## config.mk

```make
export PLATFORM = sky130hd
export DESIGN_NAME = parallel_serializer
export DESIGN_NICKNAME = d
export VERILOG_FILES = /design/src/rtl/parallel_serializer_pkg.sv /design/src/rtl/parallel_serializer_frame_counter.sv /design/src/rtl/parallel_serializer.sv
export SDC_FILE = /design/constraint.sdc
export NUM_CORES = 1
export LEC_CHECK = 0
export ABC_AREA = 1
export CAP_MARGIN = 20
export CELL_PAD_IN_SITES_DETAIL_PLACEMENT = 0
export CELL_PAD_IN_SITES_GLOBAL_PLACEMENT = 2
export CORE_AREA = 5 5 132 109
export CTS_CLUSTER_DIAMETER = 120
export CTS_CLUSTER_SIZE = 10
export DETAILED_ROUTE_END_ITERATION = 10
export DIE_AREA = 0 0 137 114
export PLACE_DENSITY = 0.73
export SYNTH_ARGS = -nofsm -noshare
export SYNTH_HDL_FRONTEND = slang
export SYNTH_SLANG_ARGS = --single-unit
```

## constraint.sdc

```tcl
create_clock -name clk -period 2.3 [get_ports clk]
set_input_delay 0.46 -clock clk [delete_from_list [all_inputs] [get_ports clk]]
set_output_delay 0.46 -clock clk [all_outputs]
set_load 0.03 [all_outputs]
```

## src/rtl/parallel_serializer_pkg.sv

```systemverilog
// Shared types and default sizing for the parallel-to-serial frame converter.
package parallel_serializer_pkg;

    // Default frame geometry: words per frame and bits per word
    localparam int unsigned DEFAULT_N    = 8;
    localparam int unsigned DEFAULT_SIZE = 8;

    // IDLE: no frame held; SHIFT: frame held, words still pending
    typedef enum logic {
        IDLE  = 1'b0,
        SHIFT = 1'b1
    } state_t;

endpackage

```

## src/rtl/parallel_serializer_frame_counter.sv

```systemverilog
// Word index within a frame: clearable up-counter with terminal-count flag.
module frame_counter #(
    parameter int unsigned N = 8
) (
    input  logic                 clk,
    input  logic                 reset,
    input  logic                 clear,
    input  logic                 inc,
    output logic [$clog2(N)-1:0] count,
    output logic                 tc_c
);

    localparam int unsigned CW = $clog2(N);

    // Terminal count marks the last word of the frame
    assign tc_c = (count == CW'(N - 1));

    // Clear wins over increment so a reload on the last word restarts at 0
    always_ff @(posedge clk or posedge reset) begin
        if (reset) begin
            count <= '0;
        end else if (clear) begin
            count <= '0;
        end else if (inc) begin
            if (tc_c) begin
                count <= '0;
            end else begin
                count <= count + CW'(1);
            end
        end
    end

endmodule

```

## src/rtl/parallel_serializer.sv

```systemverilog
// Frame-to-word serializer: loads N words of SIZE bits in parallel and emits
// them MSB word first over a valid/ready stream, with out_last on word N-1.
// Optional build macro PARALLEL_SERIALIZER_BACK2BACK_EN lets a new frame load
// on the final word's handshake so consecutive frames stream without a bubble.
module parallel_serializer
    import parallel_serializer_pkg::*;
#(
    parameter int unsigned N    = DEFAULT_N,
    parameter int unsigned SIZE = DEFAULT_SIZE
) (
    input  logic              clk,
    input  logic              reset,
    input  logic              in_valid,
    output logic              in_ready,
    input  logic [N*SIZE-1:0] parallel_in,
    output logic              out_valid,
    input  logic              out_ready,
    output logic [SIZE-1:0]   serial_out,
    output logic              out_last
);

    localparam int unsigned W  = N * SIZE;
    localparam int unsigned CW = $clog2(N);

    state_t          state_q;
    state_t          state_d;
    logic [W-1:0]    shreg_q;
    logic [CW-1:0]   cnt;
    logic            cnt_tc;
    logic            load;
    logic            out_hs;
    logic            out_valid_q;
    logic            out_valid_d;
    logic            out_last_q;
    logic            out_last_d;

`ifdef PARALLEL_SERIALIZER_BACK2BACK_EN
    // Accept while idle, or on the last word's handshake to chain frames
    assign in_ready = (state_q == IDLE) || ((state_q == SHIFT) && cnt_tc && out_ready);
`else
    // Accept only while idle; frames are separated by at least one idle cycle
    assign in_ready = (state_q == IDLE);
`endif

    assign load   = in_valid && in_ready;
    assign out_hs = out_valid_q && out_ready;

    // Word index within the current frame
    frame_counter #(
        .N (N)
    ) u_frame_counter (
        .clk   (clk),
        .reset (reset),
        .clear (load),
        .inc   (out_hs),
        .count (cnt),
        .tc_c  (cnt_tc)
    );

    // State register together with the registered stream flags
    always_ff @(posedge clk or posedge reset) begin
        if (reset) begin
            state_q     <= IDLE;
            out_valid_q <= 1'b0;
            out_last_q  <= 1'b0;
        end else begin
            state_q     <= state_d;
            out_valid_q <= out_valid_d;
            out_last_q  <= out_last_d;
        end
    end

    // Next state and next values of out_valid / out_last
    always_comb begin
        state_d     = state_q;
        out_valid_d = out_valid_q;
        out_last_d  = out_last_q;
        case (state_q)
            IDLE: begin
                if (load) begin
                    state_d     = SHIFT;
                    out_valid_d = 1'b1;
                    out_last_d  = 1'b0;
                end
            end
            SHIFT: begin
                if (load) begin
                    // Reload on the last word: restart at word 0 of the new frame
                    state_d     = SHIFT;
                    out_valid_d = 1'b1;
                    out_last_d  = 1'b0;
                end else if (out_hs) begin
                    if (cnt_tc) begin
                        state_d     = IDLE;
                        out_valid_d = 1'b0;
                        out_last_d  = 1'b0;
                    end else begin
                        // Counter is about to reach N-1
                        out_last_d = (cnt == CW'(N - 2));
                    end
                end
            end
            default: begin
                state_d     = IDLE;
                out_valid_d = 1'b0;
                out_last_d  = 1'b0;
            end
        endcase
    end

    // Frame register: parallel load, or shift left one word with zero fill
    always_ff @(posedge clk or posedge reset) begin
        if (reset) begin
            shreg_q <= '0;
        end else if (load) begin
            shreg_q <= parallel_in;
        end else if (out_hs) begin
            shreg_q <= {shreg_q[W-SIZE-1:0], SIZE'(0)};
        end
    end

    assign serial_out = shreg_q[W-1 -: SIZE];
    assign out_valid  = out_valid_q;
    assign out_last   = out_last_q;

endmodule
```

==> results of run 1 <==
==> metrics by stage <==
stage               power, mW  hold slack (ns)
floorplan                3.25            0.469
global placement         3.63            0.491
global route             5.27            0.518
detailed placement       3.67            0.487
finish                   4.88            0.497
CTS                      4.97            0.500
==> cell usage in the layout, fill, tap and decap left out, drive strengths merged <==
cell type / n
buf: 9
clkbuf: 14
clkdlybuf4s50: 78
clkinv: 1
dfrtp: 70
ha: 3
inv: 6
nand2: 82
nand3: 183
nand4: 1
nor2: 2
o21ai: 3
==> cell families after synthesis <==
kind of cell | count (synthesis)
and+or+nand+nor | 268
DFF | 70
buffers and inverters | 47
AOI/OAI and AO/OA | 3
adders and majority gates | 3
==> how the worst max path moves through the flow <==
| stage | startpoint | end | slack (ns) | depth (start not counted) |
|---|---|---|---|---|
| floorplan | reset | out_last$_DFFE_PP0P_ | 0.07 | 1 |
| global placement | out_ready | shreg_q[37]$_DFFE_PP0P_ | 0.52 | 6 |
| detailed placement | out_ready | u_frame_counter.count[1]$_DFFE_PP0P_ | 0.49 | 6 |
| CTS | state_q$_DFF_PP0_ | in_ready | 0.24 | 2 |
| global route | state_q$_DFF_PP0_ | in_ready | 0.21 | 2 |
| finish | state_q$_DFF_PP0_ | in_ready | 0.27 | 2 |
==> power groups by stage <==
stage / registers (mW) / logic, mW / clock network [mW]
finish: 1.94 / 1.67 / 1.28
CTS: 1.94 / 1.71 / 1.31
floorplan: 1.90 / 1.34 / 0
detailed placement: 1.96 / 1.71 / 0
global route: 2.00 / 1.91 / 1.36
global placement: 1.95 / 1.68 / 0
==> worst max-delay path: cells and delay by family (launching register included) <==
kind,cells,cell delay (ns)
buffers and inverters,2,0.78
flip-flops,1,0.46
==> metal layers <==
metal | share of wire [%] | vias up | track usage (%)
met2 | 44 | 68 | 18.6
met3 | 6.4 | 9 | 4.19
met1 | 48 | 1370 | 17.2
li1 | - | 1446 | -
met4 | 1.0 | 0 | 3.39
met5 | 0 | - | 0
==> area by class of cell <==
cell class / instances / area (um^2) / share of cell area (%)
Multi-Input combinational cell: 274 / 1310 / 29.3
Timing Repair Buffer: 87 / 886 / 19.9
Sequential cell: 70 / 1750 / 39.3
Clock inverter: 1 / 5.00 / 0.112
Clock buffer: 14 / 264 / 5.92
Tap cell: 180 / 225 / 5.05
Inverter: 6 / 22.5 / 0.505
==> sequential cells by signal (all words and copies together), names as in the netlist <==
name,count
out_last,1
out_valid,1
shreg_q,64
state_q,1
u_frame_counter.count,3
==> qor.tcl, run 1 <==
set qor(status) {complete, no violations}
set qor(largest_net_degree_at_the_start_of_global_routing) 71
set qor(reg2reg_depth) 5
set qor(numClockSinks) 70
set qor(holdCritPathClass) {reg -> reg}
set qor(worst_hold_path.endpoint) {shreg_q[7]$_DFFE_PP0P_}
set qor(timing_max_transition_violations_final) 0
set qor(slew-limit-headroom_pct) 70.4
set qor(fp.dieW_um) 137
set qor(layout.filler_cells) 1381
set qor(dominantRegCellSynth) {sky130_fd_sc_hd__dfrtp_1}
set qor(worst-setup-path-type) {reg -> out}
set qor(number_of_cells_on_the_worst_hold_path) 2
set qor(max_cap_violations) 0
set qor(sequentialPowerShare_pct) 39.6
set qor(grt_setup_unrepaired) {false}
set qor(buffers_inserted_by_post_cts_timing_repair) 0
set qor(number_of_drc_markers_after_the_initial_detailed_route_iteration) 189
set qor(place_congestion) 0.749
set qor(timing.final.crit_share_pct) 88.4
set qor(synth_largest_area_cell) {sky130_fd_sc_hd__dfrtp_1}
set qor(synth_xor_xnor_area_share_pct) 0
set qor(max_freq_mhz) 492
set qor(hold_path.startpoint) {shreg_q[7]$_DFFE_PP0P_}
set qor(hold_violations) 0
set qor(synth_warnings) 0
set qor(mapped_area_mm2) 0.00341
set qor(critical_path.reg2reg.endpoint) {u_frame_counter.count[1]$_DFFE_PP0P_}
set qor(data_arrival_at_the_endpoint_of_the_critical_path_ns) 1.57
set qor(required_ns) 1.84
set qor(pin_count) 79
set qor(finClkSkew_ns) 0.00445
set qor(cell_count_after_synthesis) 391
set qor(static-leakage-power_nw) 2.03
set qor(via_count_of_the_first_global_routing_pass) 3104
set qor(grtUsageTotal_pct) 12.4
set qor(total_via_count_in_the_routed_design) 2893
set qor(vias_per_cell) 4.58
set qor(path_cells) {inv_2 > clkdlybuf4s50_1}
set qor(synth_area_leaders) {sky130_fd_sc_hd__dfrtp_1 51%, sky130_fd_sc_hd__nand3_1 27%, sky130_fd_sc_hd__nand2_1 8.9%}
set qor(synthDominantCellAreaShare_pct) 51.4
set qor(synthTopCellsByCount) {183 x sky130_fd_sc_hd__nand3_1, 81 x sky130_fd_sc_hd__nand2_1, 70 x sky130_fd_sc_hd__dfrtp_1, 17 x sky130_fd_sc_hd__buf_2, 13 x sky130_fd_sc_hd__buf_6}
set qor(postCtsHoldBufs) 0
set qor(htree_levels) 3
set qor(comb_power_share_pct) 34.2
set qor(r2r_start) {state_q$_DFF_PP0_}
set qor(period_needed_ns) 2.03
set qor(num-nets-final) 519
set qor(yosys_reg_bits) 70
set qor(instances_no_fill) 632
set qor(grt.overflow.total) 0
set qor(clock-root-buffer) {sky130_fd_sc_hd__clkbuf_16}
set qor(power_switching_share_pct) 35.9
set qor(cts_buffers) 9
set qor(route.antenna.remaining_nets) 0
set qor(clock_path_buffers) 2
set qor(routed_wire_length_per_instance_um) 14.5
set qor(postSynthNetCount) 462
set qor(power.density_cell_area_mw_per_mm2) 1090
set qor(post_synth_num_cell_types) 15
set qor(post_synth_mux_area_share_pct) 0
set qor(final_instance_area_mm2) 0.00446
set qor(pre_cts_ws_ns) 0.491
set qor(synth_adder_area_share_pct) 1.10
set qor(final_layout_size_suffix_gt1_share_pct) 5.97
set qor(fin_setup_tns_ns) 0
set qor(worst_ir_drop_vdd_v) 0.000361
set qor(synthArstFlopShare_pct) 100
set qor(dp_hpwl_um) 5930
set qor(postPlaceCellArea_mm2) 0.00419
set qor(slowest_stage) {sky130_fd_sc_hd__clkdlybuf4s50_1}
set qor(internal_power_mw) 3.13
set qor(postLayoutSetupSlackWorst_ns) 0.267
set qor(antenna_cells_inserted) 0
set qor(final_util_pct) 34.1
set qor(first_pass_iters) 4
set qor(crit_path_end_kind) {primary output}
set qor(area.growth.synth_to_final_pct) 31.0
set qor(die_height_um) 114
set qor(remaining_drc_errors) 0
set qor(ff2ff_setup_slack_ns) 0.96
set qor(cp_slowest_stage_delay_ns) 0.67
set qor(path_max_fanout) 6
set qor(grt_first_pass_wirelength_um) 15400
set qor(net-switching-power_mw) 1.75
set qor(worst_skew_pair.late_latency_ns) 0.33
set qor(ctsResizeCount) 0
set qor(tritoncts) {yes}
set qor(placement.io_buffers) 78
set qor(worst_slew_pin_slew_ns) 0.443
set qor(synth_top_family_by_area) {simple AND/OR/NAND/NOR gates}
set qor(die_area_mm2) 0.0156
set qor(p_clk_share_pct) 26.1
set qor(grt_antenna_before_repair) 0
set qor(ys_seq_area_share_pct) 51.4
set qor(setup_viol) 0
set qor(final_wl_um) 9150
set qor(yosys.area_share.simple_pct) 36.8
set qor(synth_enable_flop_cells) 0
set qor(worstSetupStartpointType) {register}
set qor(initial_utilization_pct) 26.0
set qor(placed_cells_incl_taps) 617
set qor(clkSlewWorstSetupHoldPaths_ns) 0.06
set qor(average_cell_area_after_synthesis_um2) 8.71
set qor(floorplan.core_area_mm2) 0.0131
set qor(synth-compound-area-share_pct) 0.441
set qor(num_rows) 38
set qor(yosysMostFrequentCell) {sky130_fd_sc_hd__nand3_1}
Power figures use the tool's default switching activity.
==> run 2: changes to the inputs <==
- CAP_MARGIN: 20 -> default
- TNS_END_PERCENT: default -> 5
==> results of run 2 <==
Same layout as run 1: the final DEF is identical, and so are final timing and power.
==> run 3: changes to the inputs <==
- SLEW_MARGIN: default -> 5
==> results of run 3 <==
Same layout as run 1: the final DEF is identical, and so are final timing and power.
